$ cat config.mk
export PLATFORM = sky130hd
export DESIGN_NAME = instr_fetch_unit
export DESIGN_NICKNAME = d
export VERILOG_FILES = /design/src/rtl/riscv_pkg.sv /design/src/rtl/fetch_fifo.sv /design/src/rtl/instr_fetch_unit.sv
export SDC_FILE = /design/constraint.sdc
export NUM_CORES = 1
export LEC_CHECK = 0
export CORE_ASPECT_RATIO = 0.8
export CORE_MARGIN = 2
export CORE_UTILIZATION = 35
export DETAILED_ROUTE_END_ITERATION = 7
export GPL_TIMING_DRIVEN = 1
export MAX_ROUTING_LAYER = met4
export SLEW_MARGIN = 20
export SYNTH_ARGS = -nofsm -noshare
export SYNTH_HDL_FRONTEND = slang
export SYNTH_SLANG_ARGS = --single-unit
$ cat constraint.sdc
create_clock -name CLK -period 5.6 [get_ports CLK]
set_clock_uncertainty 0.2 [all_clocks]
set_input_delay 1.4 -clock CLK [delete_from_list [all_inputs] [get_ports CLK]]
set_output_delay 1.4 -clock CLK [all_outputs]
set_load 0.01 [all_outputs]
$ cat src/rtl/riscv_pkg.sv
// Shared fetch-stage types and constants.
package riscv_pkg;
  localparam int unsigned XLEN      = 32;
  localparam logic [31:0] NOP_INSTR = 32'h0000_0013;

  typedef enum logic [1:0] {F_IDLE, F_REQ, F_WAIT} fetch_state_e;

  typedef struct packed {
    logic [XLEN-1:0] pc;
    logic [31:0]     instr;
    logic            err;
  } fetch_entry_t;
endpackage

$ cat src/rtl/fetch_fifo.sv
// Synchronous instruction buffer; head is driven straight from storage.
module fetch_fifo
  import riscv_pkg::*;
#(
  parameter int unsigned DEPTH   = 2,
  parameter type         entry_t = fetch_entry_t,
  localparam int unsigned CW     = $clog2(DEPTH + 1)
) (
  input  logic          i_clk,
  input  logic          i_rst,
  input  logic          i_flush,
  input  logic          i_push,
  input  entry_t        i_push_data,
  input  logic          i_pop,
  output entry_t        o_head,
  output logic          o_valid,
  output logic [CW-1:0] o_count
);
  localparam int unsigned PW = (DEPTH > 1) ? $clog2(DEPTH) : 1;

  entry_t        r_mem [DEPTH];
  logic [PW-1:0] r_wr_ptr;
  logic [PW-1:0] r_rd_ptr;
  logic [CW-1:0] r_count;
  logic          w_pop_ok;
  logic          w_push_ok;

  function automatic logic [PW-1:0] next_ptr(input logic [PW-1:0] p);
    return (p == PW'(DEPTH - 1)) ? '0 : p + 1'b1;
  endfunction

  // A pop in the same cycle frees the slot, so push at full is accepted.
  assign w_pop_ok  = i_pop && (r_count != '0);
  assign w_push_ok = i_push && ((r_count != CW'(DEPTH)) || w_pop_ok);

  always_ff @(posedge i_clk) begin
    if (i_rst || i_flush) begin
      r_wr_ptr <= '0;
      r_rd_ptr <= '0;
      r_count  <= '0;
    end else begin
      if (w_push_ok) begin
        r_mem[r_wr_ptr] <= i_push_data;
        r_wr_ptr        <= next_ptr(r_wr_ptr);
      end
      if (w_pop_ok) begin
        r_rd_ptr <= next_ptr(r_rd_ptr);
      end
      r_count <= r_count + CW'(w_push_ok) - CW'(w_pop_ok);
    end
  end

  assign o_head  = r_mem[r_rd_ptr];
  assign o_valid = (r_count != '0);
  assign o_count = r_count;
endmodule

$ cat src/rtl/instr_fetch_unit.sv
// Fetch stage: one outstanding req/gnt/rvalid word read, results buffered with their PC.
module instr_fetch_unit #(
  parameter int unsigned XLEN      = 32,
  parameter int unsigned BUF_DEPTH = 2,
  parameter logic [31:0] NOP_INSTR = riscv_pkg::NOP_INSTR
) (
  input  logic            CLK,
  input  logic            RST,
  input  logic [XLEN-1:0] pc_i,
  input  logic            pc_valid_i,
  input  logic            redirect_i,
  output logic            fetch_stall_o,
  output logic            imem_req_o,
  output logic [XLEN-1:0] imem_addr_o,
  input  logic            imem_gnt_i,
  input  logic            imem_rvalid_i,
  input  logic [31:0]     imem_rdata_i,
  input  logic            imem_err_i,
  output logic [31:0]     instr_o,
  output logic [XLEN-1:0] instr_pc_o,
  output logic            instr_valid_o,
  input  logic            instr_ready_i,
  output logic            instr_err_o
);
  import riscv_pkg::*;

  localparam int unsigned CW = $clog2(BUF_DEPTH + 1);

  fetch_state_e    r_state;
  logic [XLEN-1:0] r_addr;
  logic [XLEN-1:0] r_mis_pc;
  logic            r_mis_pending;
  logic            r_discard;

  logic [CW-1:0]   w_count;
  logic [CW+1:0]   w_cap;
  logic [CW+1:0]   w_used;
  fetch_entry_t    w_head;
  fetch_entry_t    w_push_data;
  logic            w_head_valid;
  logic            w_pop;
  logic            w_push;
  logic            w_resp;
  logic            w_aligned;
  logic            w_block;
  logic            w_slot;
  logic            w_accept;

  assign w_pop     = w_head_valid && instr_ready_i;
  assign w_resp    = (r_state == F_WAIT) && imem_rvalid_i;
  assign w_aligned = (pc_i[1:0] == 2'b00);

  // A misaligned entry waiting to be pushed also holds a slot.
  assign w_cap  = (CW+2)'(BUF_DEPTH) + (CW+2)'(w_pop);
  assign w_used = (CW+2)'(w_count) + (CW+2)'(r_state != F_IDLE) + (CW+2)'(r_mis_pending);
  assign w_slot = (w_cap > w_used);

  assign w_block  = r_discard ||
                    (redirect_i && ((r_state == F_REQ) || ((r_state == F_WAIT) && !imem_rvalid_i)));
  assign w_accept = pc_valid_i && w_slot && !w_block &&
                    ((r_state == F_IDLE) || (w_resp && w_aligned));

  assign w_push = (w_resp && !r_discard && !redirect_i) || r_mis_pending;

  always_comb begin
    w_push_data = '0;
    if (r_mis_pending) begin
      w_push_data.pc    = r_mis_pc;
      w_push_data.instr = NOP_INSTR;
      w_push_data.err   = 1'b1;
    end else begin
      w_push_data.pc    = r_addr;
      w_push_data.instr = imem_err_i ? NOP_INSTR : imem_rdata_i;
      w_push_data.err   = imem_err_i;
    end
  end

  always_ff @(posedge CLK) begin
    if (RST) begin
      r_state       <= F_IDLE;
      r_addr        <= '0;
      r_mis_pc      <= '0;
      r_mis_pending <= 1'b0;
      r_discard     <= 1'b0;
    end else begin
      r_mis_pending <= w_accept && !w_aligned;
      if (w_accept) begin
        if (w_aligned) r_addr   <= pc_i;
        else           r_mis_pc <= pc_i;
      end
      case (r_state)
        F_IDLE:  if (w_accept && w_aligned) r_state <= F_REQ;
        F_REQ:   if (imem_gnt_i) r_state <= F_WAIT;
        F_WAIT:  if (imem_rvalid_i) r_state <= w_accept ? F_REQ : F_IDLE;
        default: r_state <= F_IDLE;
      endcase
      if (w_resp)                               r_discard <= 1'b0;
      else if (redirect_i && r_state != F_IDLE) r_discard <= 1'b1;
    end
  end

  fetch_fifo #(
    .DEPTH   (BUF_DEPTH),
    .entry_t (fetch_entry_t)
  ) u_fifo (
    .i_clk       (CLK),
    .i_rst       (RST),
    .i_flush     (redirect_i),
    .i_push      (w_push),
    .i_push_data (w_push_data),
    .i_pop       (w_pop),
    .o_head      (w_head),
    .o_valid     (w_head_valid),
    .o_count     (w_count)
  );

  assign fetch_stall_o = pc_valid_i && !w_accept;
  assign imem_req_o    = (r_state == F_REQ);
  assign imem_addr_o   = {r_addr[XLEN-1:2], 2'b00};
  assign instr_valid_o = w_head_valid;
  assign instr_o       = w_head_valid ? w_head.instr : NOP_INSTR;
  assign instr_pc_o    = w_head_valid ? w_head.pc : '0;
  assign instr_err_o   = w_head_valid && w_head.err;
endmodule

# Word level (Yosys, flattened, before mapping)
# Memory sizes are Yosys's and may differ from the RTL's. A register that Yosys moved wholly into a read port is not among the register bits.
# Index checks and enable logic that the tools add are counted.
# W data, S select, Z words.
# totals
input_bits	72
mem_bits_rw	130
memories	1
elab_cells	77
output_inout_bits	100
reg_bits	72
# mem_list
memory	depth	word_bits	read_ports	rd_ports_with_merged_regs	write_ports	line	rtl
u_fifo.r_mem	2	65	1	1	1	fetch_fifo.sv:21	entry_t r_mem [DEPTH];
# classes
n_reduce_logical	37
add_sub_neg	7
order_cmp	1
n_bitwise	1
muxes	16
eq_ne	6
# ops
cell	n
$mux W32	3
$mux W65	1
$logic_and A1 B1 Y1	17
$mux W1	8
$logic_not A1 Y1	6
$logic_or A1 B1 Y1	6
$mux W2	3
$pmux W2 S3	1
$add A3 B1 Y4	1
$gt A3 B4 Y1	1
$logic_not A2 Y1	2
$ne A2 B1 Y1 const B	2
$ne A2 B2 Y1 const B	2
$reduce_and A2 Y1	2
$reduce_bool A2 Y1	2
$add A2 B1 Y3	1
$add A2 B1 Y3 const A	1
$reduce_and A3 Y1	1
$add A1 B1 Y1 const B	2
$add A2 B1 Y2	1
$eq A2 B1 Y1 const B	1
$eq A2 B2 Y1 const B	1
$reduce_or A2 Y1	1
$sub A2 B1 Y2	1
$not A1 Y1	1

# Longest topological paths before layout
# depth
word_depth	11
depth_mapped	9
depth_no_buf	8

# Hierarchy
# Synthesis repeated with hierarchy kept, for this count alone.
# hier_totals
hier_cells	681
hier_area_um2	8958.6
# by_module_without_submodules
module	seq_area_each_um2	area_per_inst_um2	instances	cells_per_inst
fetch_fifo	4003.8	5148.7	1	227
instr_fetch_unit	1361.3	3809.9	1	454

# Least setup slack after synthesis
# Ideal clock, no wire load.
# synth_timing
kind	input-to-reg
from	in RST
to	mem u_fifo.r_mem[0][0] in the netlist's numbering (enable)
n_path_buf	1
path_slack_ps	291
arrival_ps	4621
required_time_ps	4912
setup_time_ps	488
path_stages	3
cell_sequence	clkbuf_1 > or3_1 > nor2_1
# synth_between
elab_chain_cells	3
# synth_lines
element	line	rtl
from (decl)	instr_fetch_unit.sv:8	input logic RST,
$logic_or A1 B1 Y1	fetch_fifo.sv:37	if (i_rst || i_flush) begin
$mux W1	fetch_fifo.sv:37	
$mux W1 (implied by the code)	fetch_fifo.sv:43	r_mem[r_wr_ptr] <= i_push_data;
to (decl)	fetch_fifo.sv:21	
# Every way passes these cells.

# Final worst setup path
# layout_timing
from	in instr_ready_i
to	out fetch_stall_o
# layout_between
elab_chain_cells	8
# layout_lines
element	line	rtl
from (decl)	instr_fetch_unit.sv:22	input logic instr_ready_i,
$logic_and A1 B1 Y1	instr_fetch_unit.sv:49	assign w_pop = w_head_valid && instr_ready_i;
$add A2 B1 Y3	instr_fetch_unit.sv:54	assign w_cap = (CW+2)'(BUF_DEPTH) + (CW+2)'(w_pop);
$gt A3 B4 Y1	instr_fetch_unit.sv:56	assign w_slot = (w_cap > w_used);
$logic_and A1 B1 Y1 (3 in series)	instr_fetch_unit.sv:60	assign w_accept = pc_valid_i && w_slot && !w_block &&
$logic_not A1 Y1	instr_fetch_unit.sv:117	assign fetch_stall_o = pc_valid_i && !w_accept;
$logic_and A1 B1 Y1	instr_fetch_unit.sv:117	
to (decl)	instr_fetch_unit.sv:12	output logic fetch_stall_o,
# Every way passes these cells.

==> results.cfg <==
[setup_path]
max_stage_delay_ps = 470
cp-start-kind = input port
path_class = input port to output port
path_cells = clkdlybuf4s50_1, o21ai_0, ha_1, o21ai_1, buf_4, nand2_1, o21a_1, clkdlybuf4s50_1
cp_slowest_cell = clkdlybuf4s50_1
path_max_fanout = 7
cp-end-kind = output port
cpMostUsedCell = clkdlybuf4s50_1
required_ps = 4000
path_delay_family = buffers and inverters
path_buf_inv = 3
critPathArrivalTime_ps = 3330

[floorplanning]
coreArea_sq_um = 25110
start_util_pct = 35.37
die_area_sq_um = 26680
die_h_um = 146.5
die_w_um = 182.1
rows = 52
io_pins = 172

[yosys]
synthSimpleGateAreaFrac_pct = 13.92
yosysWarnings = 0
synth_cell_types = 42
synth_adder_area_share_pct = 0.7888
synth_seq_area_share_pct = 60.40
synthXorXnorAreaFrac_pct = 0.2958
synth_compound_area_share_pct = 0.9015
ys_seq_elements = 203
netlist_instances = 681
synthMuxAreaShare_pct = 18.26
synth_top_family_by_area = multiplexers
syn_avg_cell_area_sq_um = 13.04
netlist_area_sq_um = 8882

[placement]
port_buffers = 169
placed_cells_incl_taps = 1114
dpl-instance-area_sq_um = 10650
globalplace.congestion = 0.7344
hpwl_um = 11720

[cells_and_area]
final_core_util_pct = 45.42
drive_above_1_share_pct = 10.24
syn_to_final_growth_pct = 28.41
final_area_sq_um = 11410
finalNonFillerCells = 1155
final_nets = 891

[outcome]
run_status = finished, final reports clean

[power_and_ir_drop]
max-vdd-ir-drop_mv = 0.1783
totalPowerFinal_mw = 3.400
p_leak_nw = 4.113
p_per_area_nw_per_um2 = 298.1

[routing]
wl_per_cell_um = 16.40
drtAntennaViolNets = 0
drc = 0
via_per_inst = 4.562
drt-total-wl_um = 18940
drt_iter0_drc = 303
firstDrtPassIters = 5
num_vias = 5269

[clock_network]
cts_resized = 0
cts.htree.levels = 1
cts_tree = yes
cts_root_buf = clkbuf_16
numCtsBuffers = 22
clockBufferDepth = 3
clkSinkCount = 203
cts_hold_buf = 0
clk_pin_slew_ps = 60
insertion_delay_ps = 510
cts_setup_buffers = 0

[global_route]
grt_pass1_vias = 5392
grt_max_degree = 66
antenna_found_initial = 1
grt_pass1_wl_um = 29710
grt_usage_pct = 14.55
gr-total-overflow = 0

[sta]
fmax_ghz = 0.2028
fin_tns_setup_ps = 0
slew_headroom_pct = 33.53
rsz0062_at_grt = false
drv_slew = 0
fin_crit_sh_pct = 88.07
final_hold_viol_count = 0
setup_viol = 0
tightest_slew_ps = 997.0
min_period_ps = 4932

[run]
cap_violations = 0

[min_path]
hold_class = flip-flop to flip-flop
[cell type report]
class	instances	area [sq um]
antenna	1	2.502
clock inverter	5	86.33
clock buffer	35	669.4
timing repair buffer	178	1779
tap	324	405.4
multi-input combinational	401	3063
inverter	8	30.03
fill	2275	13710
sequential	203	5370
[registers in the layout, summed over array words and instances, names as in the netlist, named ones only]
register         count
r_discard            1
r_addr              32
r_state              2
u_fifo.o_count       2
u_fifo.r_mem       130
u_fifo.r_rd_ptr      1
r_mis_pc            32
u_fifo.r_wr_ptr      1
r_mis_pending        1
[power by group]
part / total (mW) / internal, mW / switching, mW / leakage [nW]
Combinational: 0.275 / 0.151 / 0.124 / 1.89
Sequential: 1.64 / 1.62 / 0.0193 / 1.85
Clock: 1.48 / 0.911 / 0.569 / 0.372
[tightest hold or removal path, cell delays in order (launching register included)]
cell and delay [ps]:
dfxtp_1 310, nand2b_1 60, mux2i_1 50
[synthesized netlist by cell type]
cell type / instances / area (sq um)
nor2b_1: 3 / 18.77
nor3_1: 2 / 10.01
nand2b_1: 93 / 581.8
nor3b_1: 2 / 15.01
a2bb2oi_1: 1 / 8.760
o211ai_1: 1 / 7.510
a311oi_1: 1 / 8.760
and3b_1: 1 / 8.760
nand4_1: 3 / 18.77
mux2i_1: 126 / 1261
ha_1: 4 / 50.05
o21a_1: 1 / 7.510
fa_1: 1 / 20.02
and2_1: 31 / 193.9
edfxtp_1: 130 / 3904
nand2_1: 5 / 18.77
xor2_1: 1 / 8.760
o21ai_0: 1 / 5.000
clkbuf_1: 21 / 78.83
buf_6: 4 / 45.04
and3_1: 1 / 6.260
o21bai_1: 1 / 7.510
and4b_1: 1 / 10.01
o2bb2ai_1: 2 / 17.52
inv_1: 8 / 30.03
conb_1: 1 / 3.750
a21boi_0: 1 / 7.510
nor4b_4: 1 / 23.77
mux2_2: 32 / 360.4
nor3b_2: 1 / 12.51
buf_4: 32 / 240.2
or3_1: 4 / 25.02
nand4b_1: 1 / 8.760
a21oi_1: 1 / 5.000
nor2_1: 71 / 266.5
dfxtp_1: 73 / 1461
xnor2_1: 2 / 17.52
buf_2: 11 / 55.05
o21ai_1: 1 / 5.000
or3b_2: 1 / 8.760
buf_8: 2 / 30.03
and4_1: 1 / 8.760
[per-layer routing]
metal | vias up | wire, um | global-route usage, %
li1 | 2606 | - | -
met1 | 2486 | 9443 | 20.26
met2 | 152 | 8251 | 22.29
met3 | 25 | 899 | 2.644
met4 | 0 | 349 | 3.065
met5 | - | 0 | -
[per-stage QoR]
stage / setup WS [ps] / hold slack, ps
3_3_place_gp: 657.9 / 254.8
6_report: 668.1 / 268.6
4_1_cts: 652.9 / 272.3
5_1_grt: 557.5 / 283.5
3_5_place_dp: 657.2 / 259.5
2_1_floorplan: 291.1 / 242.5
[cell usage in the layout (no fill, tap or decap), types with 2 or more instances in the layout]
| cell | count |
|---|---|
| and2_1 | 31 |
| buf_12 | 2 |
| buf_4 | 7 |
| bufinv_16 | 2 |
| clkbuf_1 | 6 |
| clkbuf_16 | 22 |
| clkbuf_8 | 7 |
| clkdlybuf4s50_1 | 168 |
| clkinv_2 | 2 |
| conb_1 | 2 |
| dfxtp_1 | 71 |
| edfxtp_1 | 130 |
| ha_1 | 4 |
| inv_1 | 8 |
| mux2_2 | 32 |
| mux2i_1 | 126 |
| nand2_1 | 5 |
| nand2b_1 | 93 |
| nand4_1 | 3 |
| nor2_1 | 69 |
| nor2_4 | 2 |
| nor2b_1 | 3 |
| nor3_1 | 2 |
| nor3b_1 | 2 |
| o2bb2ai_1 | 2 |
| or3_1 | 4 |
| xnor2_1 | 2 |
[kinds of logic after synthesis]
family / count (synthesis)
adders and majority gates: 5
DFF: 203
other: 1
muxes: 158
AOI/OAI and AO/OA: 11
and+or+nand+nor: 222
buffers and inverters: 78
xor gates and xnor gates: 3
[final timing paths]
| kind | from | endpoint | slack, ps | cells after the start |
|---|---|---|---|---|
| max | instr_ready_i | fetch_stall_o | 670 | 8 |
| max reg2reg | r_state[0]$_SDFFE_PP0P_ | r_mis_pc[21]$_SDFFE_PP0P_ | 2360 | 8 |
| min reg2reg | r_mis_pc[10]$_SDFFE_PP0P_ | r_mis_pc[10]$_SDFFE_PP0P_ | 270 | 2 |
| min | r_mis_pc[10]$_SDFFE_PP0P_ | r_mis_pc[10]$_SDFFE_PP0P_ | 270 | 2 |
Power figures use the tool's default switching activity.
